<file path="config.mk">
export PLATFORM = sky130hd
export DESIGN_NAME = press_config_ctrl
export DESIGN_NICKNAME = d
export VERILOG_FILES = /design/src/rtl/press_cfg_pkg.sv /design/src/rtl/press_timeout_timer.sv /design/src/rtl/press_config_ctrl.sv
export SDC_FILE = /design/constraint.sdc
export NUM_CORES = 1
export LEC_CHECK = 0
export CAP_MARGIN = 10
export CORE_MARGIN = 3
export CORE_UTILIZATION = 50
export CTS_CLUSTER_DIAMETER = 100
export CTS_CLUSTER_SIZE = 20
export DETAILED_ROUTE_END_ITERATION = 6
export HOLD_SLACK_MARGIN = 0.15
export PLACE_DENSITY = 0.69
export SETUP_SLACK_MARGIN = 0.1
export SYNTH_ARGS = -nofsm -noshare
export SYNTH_HDL_FRONTEND = slang
export SYNTH_SLANG_ARGS = --single-unit
</file>
<file path="constraint.sdc">
create_clock -name clk -period 2.6 [get_ports clk]
set_input_delay 0.78 -clock clk [delete_from_list [all_inputs] [get_ports clk]]
set_output_delay 0.78 -clock clk [all_outputs]
set_load 0.03 [all_outputs]
</file>
<file path="src/rtl/press_cfg_pkg.sv">
`default_nettype none
// ============================================================================
// Module      : press_cfg_pkg
// Description : Shared state encoding and mode codes for press_config_ctrl.
// Revision    : 1.0 - initial release
// ============================================================================
package press_cfg_pkg;

    // State encoding doubles as the user-visible mode code.
    typedef enum logic [1:0] {
        IDLE   = 2'd0,
        SELECT = 2'd1,
        EDIT   = 2'd2,
        COMMIT = 2'd3
    } cfg_state_t;

    localparam logic [1:0] MODE_IDLE   = 2'd0;
    localparam logic [1:0] MODE_SELECT = 2'd1;
    localparam logic [1:0] MODE_EDIT   = 2'd2;
    localparam logic [1:0] MODE_COMMIT = 2'd3;

endpackage
`default_nettype wire

</file>
<file path="src/rtl/press_timeout_timer.sv">
`default_nettype none
// ============================================================================
// Module      : press_timeout_timer
// Description : Idle-cycle counter; expired flags the TIMEOUT_CYC-th idle cycle.
// Revision    : 1.0 - initial release
// ============================================================================
module press_timeout_timer #(
    parameter int TIMEOUT_CYC = 50000
) (
    input  logic clk,
    input  logic rst,
    input  logic clear,
    input  logic enable,
    output logic expired
);

    localparam int CW = $clog2(TIMEOUT_CYC);

    logic [CW-1:0] r_count;

    assign expired = enable && (r_count == CW'(TIMEOUT_CYC - 1));

    // Expiry forces a state change upstream, so the count restarts there too.
    always_ff @(posedge clk) begin
        if (rst || clear || !enable || expired) begin
            r_count <= '0;
        end else begin
            r_count <= r_count + CW'(1);
        end
    end

endmodule
`default_nettype wire

</file>
<file path="src/rtl/press_config_ctrl.sv">
`default_nettype none
// ============================================================================
// Module      : press_config_ctrl
// Description : Select/edit/commit sequencer driven by short/long press events.
// Revision    : 1.0 - initial release
// ============================================================================
module press_config_ctrl
    import press_cfg_pkg::*;
#(
    parameter int NUM_FIELDS  = 4,
    parameter int VAL_W       = 4,
    parameter int FIELD_MAX   = 9,
    parameter int TIMEOUT_CYC = 50000,
    localparam int FW = (NUM_FIELDS > 1) ? $clog2(NUM_FIELDS) : 1
) (
    input  logic             clk,
    input  logic             rst,
    input  logic             short_press,
    input  logic             long_press,
    input  logic             cfg_ready,
    output logic             cfg_valid,
    output logic [FW-1:0]    cfg_field,
    output logic [VAL_W-1:0] cfg_value,
    output logic [1:0]       mode,
    output logic             busy
);

    cfg_state_t       r_state;
    logic [FW-1:0]    r_field;
    logic [VAL_W-1:0] r_value;
    logic             r_valid;
    logic [VAL_W-1:0] r_shadow [NUM_FIELDS];

    logic w_short;
    logic w_timer_en;
    logic w_press_acc;
    logic w_expired;

    // long_press takes priority when both pulses coincide.
    assign w_short     = short_press && !long_press;
    assign w_timer_en  = (r_state == SELECT) || (r_state == EDIT);
    assign w_press_acc = w_timer_en && (short_press || long_press);

    press_timeout_timer #(
        .TIMEOUT_CYC (TIMEOUT_CYC)
    ) u_timer (
        .clk     (clk),
        .rst     (rst),
        .clear   (w_press_acc),
        .enable  (w_timer_en),
        .expired (w_expired)
    );

    always_ff @(posedge clk) begin
        if (rst) begin
            r_state <= IDLE;
            r_field <= '0;
            r_value <= '0;
            r_valid <= 1'b0;
            for (int i = 0; i < NUM_FIELDS; i++) begin
                r_shadow[i] <= '0;
            end
        end else begin
            case (r_state)
                IDLE: begin
                    if (long_press) begin
                        r_state <= SELECT;
                        r_field <= '0;
                    end
                end
                SELECT: begin
                    if (long_press) begin
                        r_state <= EDIT;
                        r_value <= r_shadow[r_field];
                    end else if (w_short) begin
                        r_field <= (r_field == FW'(NUM_FIELDS - 1)) ? '0 : r_field + FW'(1);
                    end else if (w_expired) begin
                        r_state <= IDLE;
                    end
                end
                EDIT: begin
                    if (long_press) begin
                        r_state <= COMMIT;
                        r_valid <= 1'b1;
                    end else if (w_short) begin
                        r_value <= (r_value == VAL_W'(FIELD_MAX)) ? '0 : r_value + VAL_W'(1);
                    end else if (w_expired) begin
                        r_state <= IDLE;
                    end
                end
                COMMIT: begin
                    if (r_valid && cfg_ready) begin
                        r_shadow[r_field] <= r_value;
                        r_valid           <= 1'b0;
                        r_state           <= IDLE;
                    end
                end
                default: begin
                    r_state <= IDLE;
                    r_valid <= 1'b0;
                end
            endcase
        end
    end

    assign cfg_valid = r_valid;
    assign mode      = r_state;
    assign busy      = (r_state != IDLE);
    assign cfg_field = (r_state == IDLE) ? '0 : r_field;

    always_comb begin
        cfg_value = '0;
        case (r_state)
            SELECT:        cfg_value = r_shadow[r_field];
            EDIT, COMMIT:  cfg_value = r_value;
            default:       cfg_value = '0;
        endcase
    end

endmodule
`default_nettype wire

</file>
==> results of run 1 <==
cell usage after synthesis (2+ instances only):
| master | number |
|---|---|
| nor2b_1 | 3 |
| clkbuf_1 | 8 |
| mux4_2 | 4 |
| nand4_1 | 4 |
| nor4b_1 | 2 |
| ha_1 | 7 |
| nor3_1 | 7 |
| inv_1 | 10 |
| dfxtp_1 | 27 |
| o22ai_1 | 3 |
| nor3b_1 | 3 |
| xor2_1 | 2 |
| o21ai_0 | 6 |
| nand2_1 | 10 |
| or4_1 | 3 |
| edfxtp_1 | 16 |
| nor4_1 | 7 |
| nor2_1 | 18 |
| xnor2_1 | 12 |
| and3b_1 | 2 |
| mux2i_1 | 5 |
| nand3_1 | 10 |
| and2_1 | 17 |
| a21oi_1 | 11 |
| nor2_2 | 10 |
| or2_1 | 3 |
metal layers:
layer  GRT usage (%)  vias up
met5               0        -
met4            9.02        0
met3            4.41       11
met2            30.5       50
met1            24.7      759
li1                -      845
power by group:
group	switching (mW)	leakage [nW]	internal, mW
logic	0.150	0.452	0.113
clock network	0.214	0.0456	0.199
registers	0.0305	0.384	0.724
final cells by class:
| class | count | area (um2) |
|---|---|---|
| Clock buffer | 7 | 80.1 |
| Timing Repair Buffer | 26 | 219 |
| Multi-Input combinational cell | 164 | 1130 |
| Clock inverter | 1 | 5.00 |
| Fill cell | 380 | 1580 |
| Tap cell | 50 | 62.6 |
| Inverter | 10 | 37.5 |
| Sequential cell | 43 | 1030 |
cell usage in the layout, fill, tap and decap left out, types with 4 or more instances in the layout:
cell,netlist,routed
clkdlybuf4s50_1,0,7
buf_4,0,12
xnor2_1,12,12
nand2_1,10,10
nor2_2,10,10
nor4_1,7,7
nor2_1,18,18
nand4_1,4,4
and2_1,17,17
clkbuf_8,0,5
mux2i_1,5,5
dfxtp_1,27,25
o21ai_0,6,6
inv_1,10,10
a21oi_1,11,11
edfxtp_1,16,16
mux4_2,4,4
nand3_1,10,10
nor3_1,7,7
ha_1,7,5
stage by stage:
step	std cells	area, um2	hold slack, ns	setup WS (ns)	power, mW
after floorplan	227	2230	0.439	0.183	0.945
after global placement	293	2480	0.456	0.0717	1.04
after detailed placement	293	2480	0.462	0.0499	1.04
after CTS	301	2560	0.480	0.0667	1.45
after global routing	301	2560	0.517	0.101	1.50
final	301	2560	0.474	0.180	1.43
registers in the layout, indices dropped and copies added, names as in the netlist, named ones only:
name / count
r_value: 4
mode: 2
r_shadow: 16
r_field: 2
u_timer.r_count: 16
cfg_valid: 1
worst max path at each step:
stage | start | depth (start not counted) | end
final | flip-flop | 4 | cfg_value[2]
after floorplan | mode[0]$_SDFFE_PP0P_ | 4 | cfg_value[0]
after detailed placement | cfg_ready | 5 | r_shadow[2][2]$_SDFFCE_PN0P_
after global placement | flip-flop | 4 | cfg_value[0]
after CTS | flip-flop | 4 | cfg_value[0]
after global routing | flip-flop | 4 | cfg_value[3]
kinds of logic after synthesis:
kind of cell,Yosys count,synth area share [%]
simple gates,105,26.6
flops,43,45.7
compound gates,29,8.24
buf+inv,20,3.76
xor+xnor,14,5.49
mux,9,6.28
fa+ha+maj,7,3.92
==> qor.txt, run 1 <==
Hold/Removal Path Class: reg2reg
Status: finished, final reports clean
Sequential area share after synthesis: 45.7%
Top_reg_cell synth: dfxtp_1
Starting Density: 53.9%
Largest net degree at the start of global routing: 18
Max clock buf depth: 2
Metal-1 WL: 2.11 mm
Yosys top cell by area: dfxtp_1
Clock Latency Late Sink: 0.29 ns
Max Slew Vio Count: 0
Die Ht: 72.8 um
Synth-to-Final Area Change: 14.8%
Hold Path End: u_timer.r_count[0]$_SDFF_PP0_
Hold Buf Count CTS: 0
DR WL met2: 1.97 mm
Overall Global Routing Usage: 19.2%
Crit share post-route: 93.1%
Buf+Inv Stages, Crit Path: 1
Reg2Reg Capture Point: u_timer.r_count[4]$_SDFF_PP0_
RSZ-0062 raised after global routing: false
Routed wl met3: 245 um
Die Span X: 72.8 um
Post-synth ARST share: 0%
CTS tree: yes
Post-synth EDFFs: 16
Hold-critical path depth: 1
Data required time of the worst path: 1.82 ns
Static leakage: 0.883 nW
Site Rows: 23
Max-cap violations: 0
Yosys reg bits: 43
Clock-pin slew on the worst setup and hold paths: 0.08 ns
Sink Count: 43
Vias in the first global route: 1,690
Post-route DRC: 0
Post-route minimum period: 2.42 ns
Distinct cell type count after synthesis: 43
Ant diodes: 0
TNS Setup: 0 ns
Wire length per cell: 14.7 um
Vias: 1,665
First-pass GRT wire length: 7.74 mm
Die ar.: 5300 um2
DPL Wire Length: 3.27 mm
Final nets: 262
Routability cong.: 0.852
Initial DRC Count: 73
CP max-delay cell: mux4_2
CP Capture Type: primary output
Crit-path leading delay family: multiplexers
R2R depth: 5
Core box area: 4140 um2
R2R Setup Slk: 0.56 ns
Hold_sp: u_timer.r_count[0]$_SDFF_PP0_
Post-cts sizing count: 15
Worst Tran Pin Value: 0.556 ns
WS Path Type: reg2out
Via density per instance: 5.53
ANT nets after route: 0
Maximum clock rate: 413 MHz
CTS buffer count: 5
Postcts setup bufs: 0
Final core occ: 61.8%
Final hold violations: 0
Post-Synthesis Cell Area: 2230 um2
Max-slew headroom: 62.8%
Critical Path AT: 1.64 ns
PwrDens: 558 nW/um2
Buffers on Ports: 14
Clk root buf: clkbuf_8
H-tree depth: 2
Cells after Synth: 227
Syn nets: 239
Post-synthesis area per instance: 9.83 um2
Area contributors post-synth: dfxtp_1 (24%), edfxtp_1 (22%), and2_1 (4.8%), xnor2_1 (4.7%), mux4_2 (4.0%)
Initial antenna violation count: 0
Yosys top cell area share: 24.2%
Critical Path Source Type: flip-flop
Grt total ovfl: 0
Clk_skew: 0.00498 ns
Synthesis Warnings: 0
FF-to-FF Start: u_timer.r_count[0]$_SDFF_PP0_
Final Setup Violations: 0
Max Used Layer: met4
Peak supply drop: 384 uV
DR pass1 iterations: 4
Slowest cell delay on critical path: 0.52 ns
Ratio of cells with drive above 1 in the final layout: 17.9%
Crit path cell chain: mux4_2 -> nand2_1 -> a21oi_1 -> clkdlybuf4s15_2
Crit-path max FO: 4
WL final: 4.43 mm
IO Count: 15
(Power assumes the default switching activity.)
==> run 2: changes to the inputs <==
--- a/config.mk
+++ b/config.mk
@@ -11,6 +11,7 @@
 export CTS_CLUSTER_DIAMETER = 100
 export CTS_CLUSTER_SIZE = 20
 export DETAILED_ROUTE_END_ITERATION = 6
+export GPL_TIMING_DRIVEN = 0
 export HOLD_SLACK_MARGIN = 0.15
 export PLACE_DENSITY = 0.69
 export SETUP_SLACK_MARGIN = 0.1
==> run 2 against run 1 <==
- highest routed layer unchanged
- setup slack worse by 0.050 ns
- utilization shrank 1.0 points
- fmax decreased by 2.0%
- cell count is 1.0% lower
- sequential power hardly changed
- global-route usage decreased by 0.27 points
- worst hold slack better by 0.0083 ns
- clock-buffer cell count grew 1
- power shrank 0.99%
- design area fell by 1.7%
==> qor.txt, run 2 (synthesis results as in run 1) <==
Status: finished, final reports clean
Largest net degree at the start of global routing: 13
Critical path depth in cells: 4
Hold_sp: u_timer.r_count[0]$_SDFF_PP0_
Reg2Reg Capture Point: r_shadow[2][3]$_SDFFCE_PN0P_
Max Slew Vio Count: 0
Data required time of the worst path: 1.82 ns
Crit path cell chain: mux4_2 -> nand2_1 -> a21oi_1 -> clkdlybuf4s15_2
Via density per instance: 5.52
Crit share post-route: 95.0%
Final nets: 259
Crit-path max FO: 4
Static leakage: 0.846 nW
Clock-pin slew on the worst setup and hold paths: 0.08 ns
# fillers: 361
Postcts setup bufs: 0
Regs by FF count: r_shadow: 16 flops, u_timer.r_count: 16 flops, r_value: 4 flops
CTS tree: yes
Max clock buf depth: 2
Vias in the first global route: 1,601
Final hold violations: 0
Multi-input gate area: 1150 um2
Final core occ: 60.8%
Int Pwr: 1.02 mW
Peak supply drop: 329 uV
Slowest cell delay on critical path: 0.56 ns
Dpl cell area: 2420 um2
Max-cap violations: 0
Critical Path AT: 1.69 ns
Site Rows: 23
Final instance area: 2520 um2
WL final: 4.44 mm
Most common cell after layout, fill and taps aside: dfxtp_1
Critical Path Source Type: flip-flop
Ratio of cells with drive above 1 in the final layout: 15.3%
DPL Wire Length: 3.27 mm
Clock share of power: 28.4%
Initial DRC Count: 69
NetSw: 0.394 mW
Clock Latency Late Sink: 0.29 ns
CP max-delay cell: mux4_2
FF-to-FF Start: mode[1]$_SDFFE_PP0P_
Buffers on Ports: 13
Clk_skew: 0.00402 ns
Post-route DRC: 0
Die ar.: 5300 um2
Initial antenna violation count: 0
WS Path Type: reg2out
Die Ht: 72.8 um
R2R Setup Slk: 0.46 ns
Overall Power: 1.42 mW
DR pass1 iterations: 4
Hold-critical path depth: 1
IO Count: 15
Sw Ratio: 27.8%
Vias: 1,645
Flip-flop and latch area: 1020 um2
Starting Density: 53.9%
Worst Tran Pin Value: 0.593 ns
TNS Setup: 0 ns
Sink Count: 43
Hold/Removal Path Class: reg2reg
R2R depth: 5
Ant diodes: 0
Routability cong.: 0.831
Gate power share: 18.4%
Hold Path End: u_timer.r_count[0]$_SDFF_PP0_
CTS buffer count: 5
Sequential share of power: 53.1%
Die Span X: 72.8 um
Maximum clock rate: 405 MHz
Synth-to-Final Area Change: 12.9%
Most frequent cells in the layout: dfxtp_1 (25), nor2_1 (18), and2_1 (17), edfxtp_1 (16), xnor2_1 (12)
Max-slew headroom: 59.9%
Buf+Inv Stages, Crit Path: 1
First-pass GRT wire length: 7.71 mm
Core box area: 4140 um2
PwrDens: 562 nW/um2
CP Capture Type: primary output
Grt total ovfl: 0
Post-route minimum period: 2.47 ns
Overall Global Routing Usage: 18.9%
Wire length per cell: 14.9 um
Crit-path leading delay family: multiplexers
Final Setup Violations: 0
H-tree depth: 2
Clk root buf: clkbuf_8
ANT nets after route: 0
RSZ-0062 raised after global routing: true
[run 2: cell types whose count changed in the layout (fill, tap and decap cells not counted), moves of 2 or more]
| cell | change |
|---|---|
| buf_4 | -11 |
| nor3b_2 | +2 |
| clkbuf_1 | +7 |
| o21ai_1 | +2 |
| o21ai_0 | -2 |
| nor3b_1 | -2 |
[run 2: stage by stage]
step | std cells | hold WS (ns) | worst slack, ns
2_1_floorplan | 227 | 0.439 | 0.183
3_3_place_gp | 290 | 0.459 | -0.202
3_5_place_dp | 290 | 0.468 | -0.225
4_1_cts | 298 | 0.488 | 0.0128
5_1_grt | 298 | 0.509 | -0.00626
6_report | 298 | 0.482 | 0.130
[run 2: layer usage]
layer / vias up / wire (um) / global-route usage [%] / share of wire [%]
li1: 844 / - / - / -
met1: 757 / 2210 / 26.4 / 50
met2: 36 / 1940 / 29.2 / 44
met3: 8 / 200 / 4.13 / 4.5
met4: 0 / 83 / 6.35 / 1.9
met5: - / 0 / 0 / 0
[run 2: timing repair]
item,4_1_cts,5_1_grt
hold buffers,0,0
gates resized for setup,19,17
endpoints found under the setup margin,15,5
[run 2: worst register-to-register path, stage by stage, from the launching register on]
cell     delay (ns)
dfxtp_1        0.40
ha_1           0.31
nand3_1        0.21
or2_1          0.33
nor3b_2        0.33
or2_1          0.26
[run 2: how the worst max path moves through the flow]
stage                                              end  slack [ns]
after floorplan                           cfg_value[0]        0.18
after global placement    r_shadow[2][2]$_SDFFCE_PN0P_       -0.20
after detailed placement  r_shadow[2][2]$_SDFFCE_PN0P_       -0.22
after CTS                                 cfg_value[3]        0.01
after global routing                      cfg_value[0]      -0.006
final                                     cfg_value[0]        0.13
[run 2: power groups by stage]
stage / Sequential [mW] / Clock [mW] / Combinational (mW)
global placement: 0.766 / 0 / 0.260
detailed placement: 0.766 / 0 / 0.261
finish: 0.752 / 0.403 / 0.261
CTS: 0.752 / 0.414 / 0.258
floorplan: 0.768 / 0 / 0.177
global route: 0.757 / 0.444 / 0.290
[run 2: layout make-up]
class	instances	area share (%)
Sequential cell	43	40.6
Multi-Input combinational cell	164	45.5
Clock buffer	8	3.18
Timing Repair Buffer	13	4.67
Tap cell	50	2.48
Buffer	10	2.09
Inverter	10	1.49
==> run 3: changes to the inputs <==
--- a/config.mk
+++ b/config.mk
@@ -6,6 +6,7 @@
 export NUM_CORES = 1
 export LEC_CHECK = 0
 export CAP_MARGIN = 10
+export CORE_ASPECT_RATIO = 1.5
 export CORE_MARGIN = 3
 export CORE_UTILIZATION = 50
 export CTS_CLUSTER_DIAMETER = 100
@@ -17,4 +18,5 @@
 export SETUP_SLACK_MARGIN = 0.1
 export SYNTH_ARGS = -nofsm -noshare
 export SYNTH_HDL_FRONTEND = slang
+export SYNTH_HIERARCHICAL = 1
 export SYNTH_SLANG_ARGS = --single-unit
==> run 3 against run 2 <==
- utilization decreased by 1.3 points
- critical path depth unchanged
- clock-buffer cell count decreased by 3
- power decreased by 2.5%
- setup slack improved by 0.026 ns
- synthesized cell count down 0.88%
- register-to-register slack improved by 0.24 ns
- sequential cell count did not move
- global-route usage decreased by 0.37 points
- largest power group unchanged
==> qor.txt, run 3 <==
Initial antenna violation count: 0
Status: finished, final reports clean
Via density per instance: 5.55
First-pass GRT wire length: 7.25 mm
Yosys top cell by area: dfxtp_1
Critical Path Source Type: flip-flop
Clk root buf: clkbuf_8
Multi-input gate area: 1150 um2
ANT nets after route: 0
Most frequent cells in the layout: nor2_1 (25), dfxtp_1 (24), nand2_1 (18), and2_1 (17), edfxtp_1 (16)
Ant diodes: 0
Final Setup Violations: 0
Data required time of the worst path: 1.82 ns
Sink Count: 43
Max-slew headroom: 71.4%
CTS tree: yes
Clock Latency Late Sink: 0.31 ns
Final nets: 256
Max-cap violations: 0
Crit-path max FO: 4
Post-synthesis area per instance: 10.1 um2
Max clock buf depth: 2
Area contributors post-synth: dfxtp_1 (24%), edfxtp_1 (21%), and2_1 (4.7%), xnor2_1 (4.6%), nor2_1 (4.1%)
Overall Global Routing Usage: 18.5%
Yosys reg bits: 43
Post-synth ARST share: 0%
Worst Tran Pin Value: 0.426 ns
Post-route DRC: 0
Most common cell after layout, fill and taps aside: nor2_1
IO Count: 15
Synth-to-Final Area Change: 12.6%
H-tree depth: 2
Most common cell in the netlist: dfxtp_1
CP Capture Type: primary output
Inst Count DP: 284
Sequential area share after synthesis: 45.1%
Wire length per cell: 15.3 um
Syn nets: 236
WL final: 4.46 mm
Final hold violations: 0
Max Slew Vio Count: 0
Postcts setup bufs: 0
Static leakage: 0.842 nW
# fillers: 389
Largest net degree at the start of global routing: 16
Hold Buf Count CTS: 0
PwrDens: 542 nW/um2
DPL Wire Length: 3.35 mm
DR pass1 iterations: 4
Overall Power: 1.38 mW
Initial DRC Count: 66
Hold/Removal Path Class: reg2reg
Die Ht: 88.4 um
Post-route minimum period: 2.44 ns
Starting Density: 52.8%
Buffers on Ports: 13
Routability cong.: 0.794
Site Rows: 29
Core box area: 4280 um2
Critical Path AT: 1.66 ns
Grt total ovfl: 0
Synthesis Warnings: 6
WS Path Type: reg2out
Vias: 1,620
Post-Synthesis Cell Area: 2260 um2
Post-synth EDFFs: 16
RSZ-0062 raised after global routing: true
Die Span X: 60.9 um
Die ar.: 5380 um2
FF-to-FF Start: mode[0]$_SDFFE_PP0P_
Clock-pin slew on the worst setup and hold paths: 0.08 ns
Synth top cells by count: dfxtp_1 (27), nor2_1 (25), nand2_1 (18)
Final Non-Filler Cells: 292
Ratio of cells with drive above 1 in the final layout: 18.7%
Regs by FF count: r_shadow: 16 flops, u_timer/r_count: 16 flops, r_value: 4 flops
Maximum clock rate: 409 MHz
Hold_sp: u_timer/r_count[0]$_SDFF_PP0_
Yosys top cell area share: 23.9%
Vias in the first global route: 1,504
Top_reg_cell synth: dfxtp_1
CTS buffer count: 5
Flip-flop and latch area: 1020 um2
Peak supply drop: 321 uV
Distinct cell type count after synthesis: 53
Cells after Synth: 225
Clk_skew: 0.0139 ns
Crit share post-route: 94.0%
-- run 3: cell families after synthesis --
group           share of synthesized area, %
simple gates                            27.2
flops                                   45.1
compound gates                          9.68
buf+inv                                 4.54
xor+xnor                                5.42
fa+ha+maj                               3.32
mux                                     4.76
-- run 3: metrics by stage --
step | hold WS (ns) | worst slack (ns) | util, % | instance area, um2 | TNS (ns)
floorplan | 0.439 | 0.114 | - | 2270 | 0
global placement | 0.456 | -0.179 | 57.3 | 2450 | -0.577
detailed placement | 0.457 | -0.213 | 57.3 | 2450 | -0.686
CTS | 0.477 | 0.0247 | 59.6 | 2550 | 0
global route | 0.492 | 0.0910 | 59.5 | 2550 | 0
finish | 0.476 | 0.156 | 59.5 | 2550 | 0
-- run 3: worst max-delay path: stages (launching register included) --
cell,delay [ns]
dfxtp_2,0.41
mux4_1,0.62
nand2_1,0.09
a21oi_1,0.07
buf_2,0.18
-- run 3: area by class of cell --
cell class              instances  share of cell area, %
multi-input cells             164                   45.2
flip-flops and latches         43                   40.2
clock buffers                   5                   2.70
clock inverters                 3                  0.934
plain buffers                  10                   3.05
well taps                      46                   2.26
repair buffers                 13                   4.42
inverters                       8                   1.18
-- run 3: per-layer routing --
| layer | vias to the layer above | share of wire (%) | track usage, % |
|---|---|---|---|
| met2 | 22 | 55 | 32.7 |
| met4 | 0 | 0.92 | 7.10 |
| met3 | 5 | 2.9 | 3.94 |
| li1 | 838 | - | - |
| met5 | - | 0 | 0 |
| met1 | 755 | 41 | 21.4 |
-- run 3: report_power, final --
group | total, mW | switching [mW] | internal (mW)
clock | 0.445 | 0.253 | 0.192
sequential | 0.740 | 0.0226 | 0.718
combinational | 0.195 | 0.110 | 0.0849
-- run 3: repair_timing --
action / CTS / global route
setup endpoints to repair: 7 / 7
pin swaps: 0 / 0
gates resized for setup: 32 / 9
gates cloned: 0 / 0
-- run 3: final timing paths --
path                              endpoint  slack, ns  cells past startpoint
max                           cfg_value[3]       0.16                      4
min reg2reg  u_timer/r_count[0]$_SDFF_PP0_       0.48                      1
min          u_timer/r_count[0]$_SDFF_PP0_       0.48                      1
max reg2reg  u_timer/r_count[8]$_SDFF_PP0_       0.70                      8
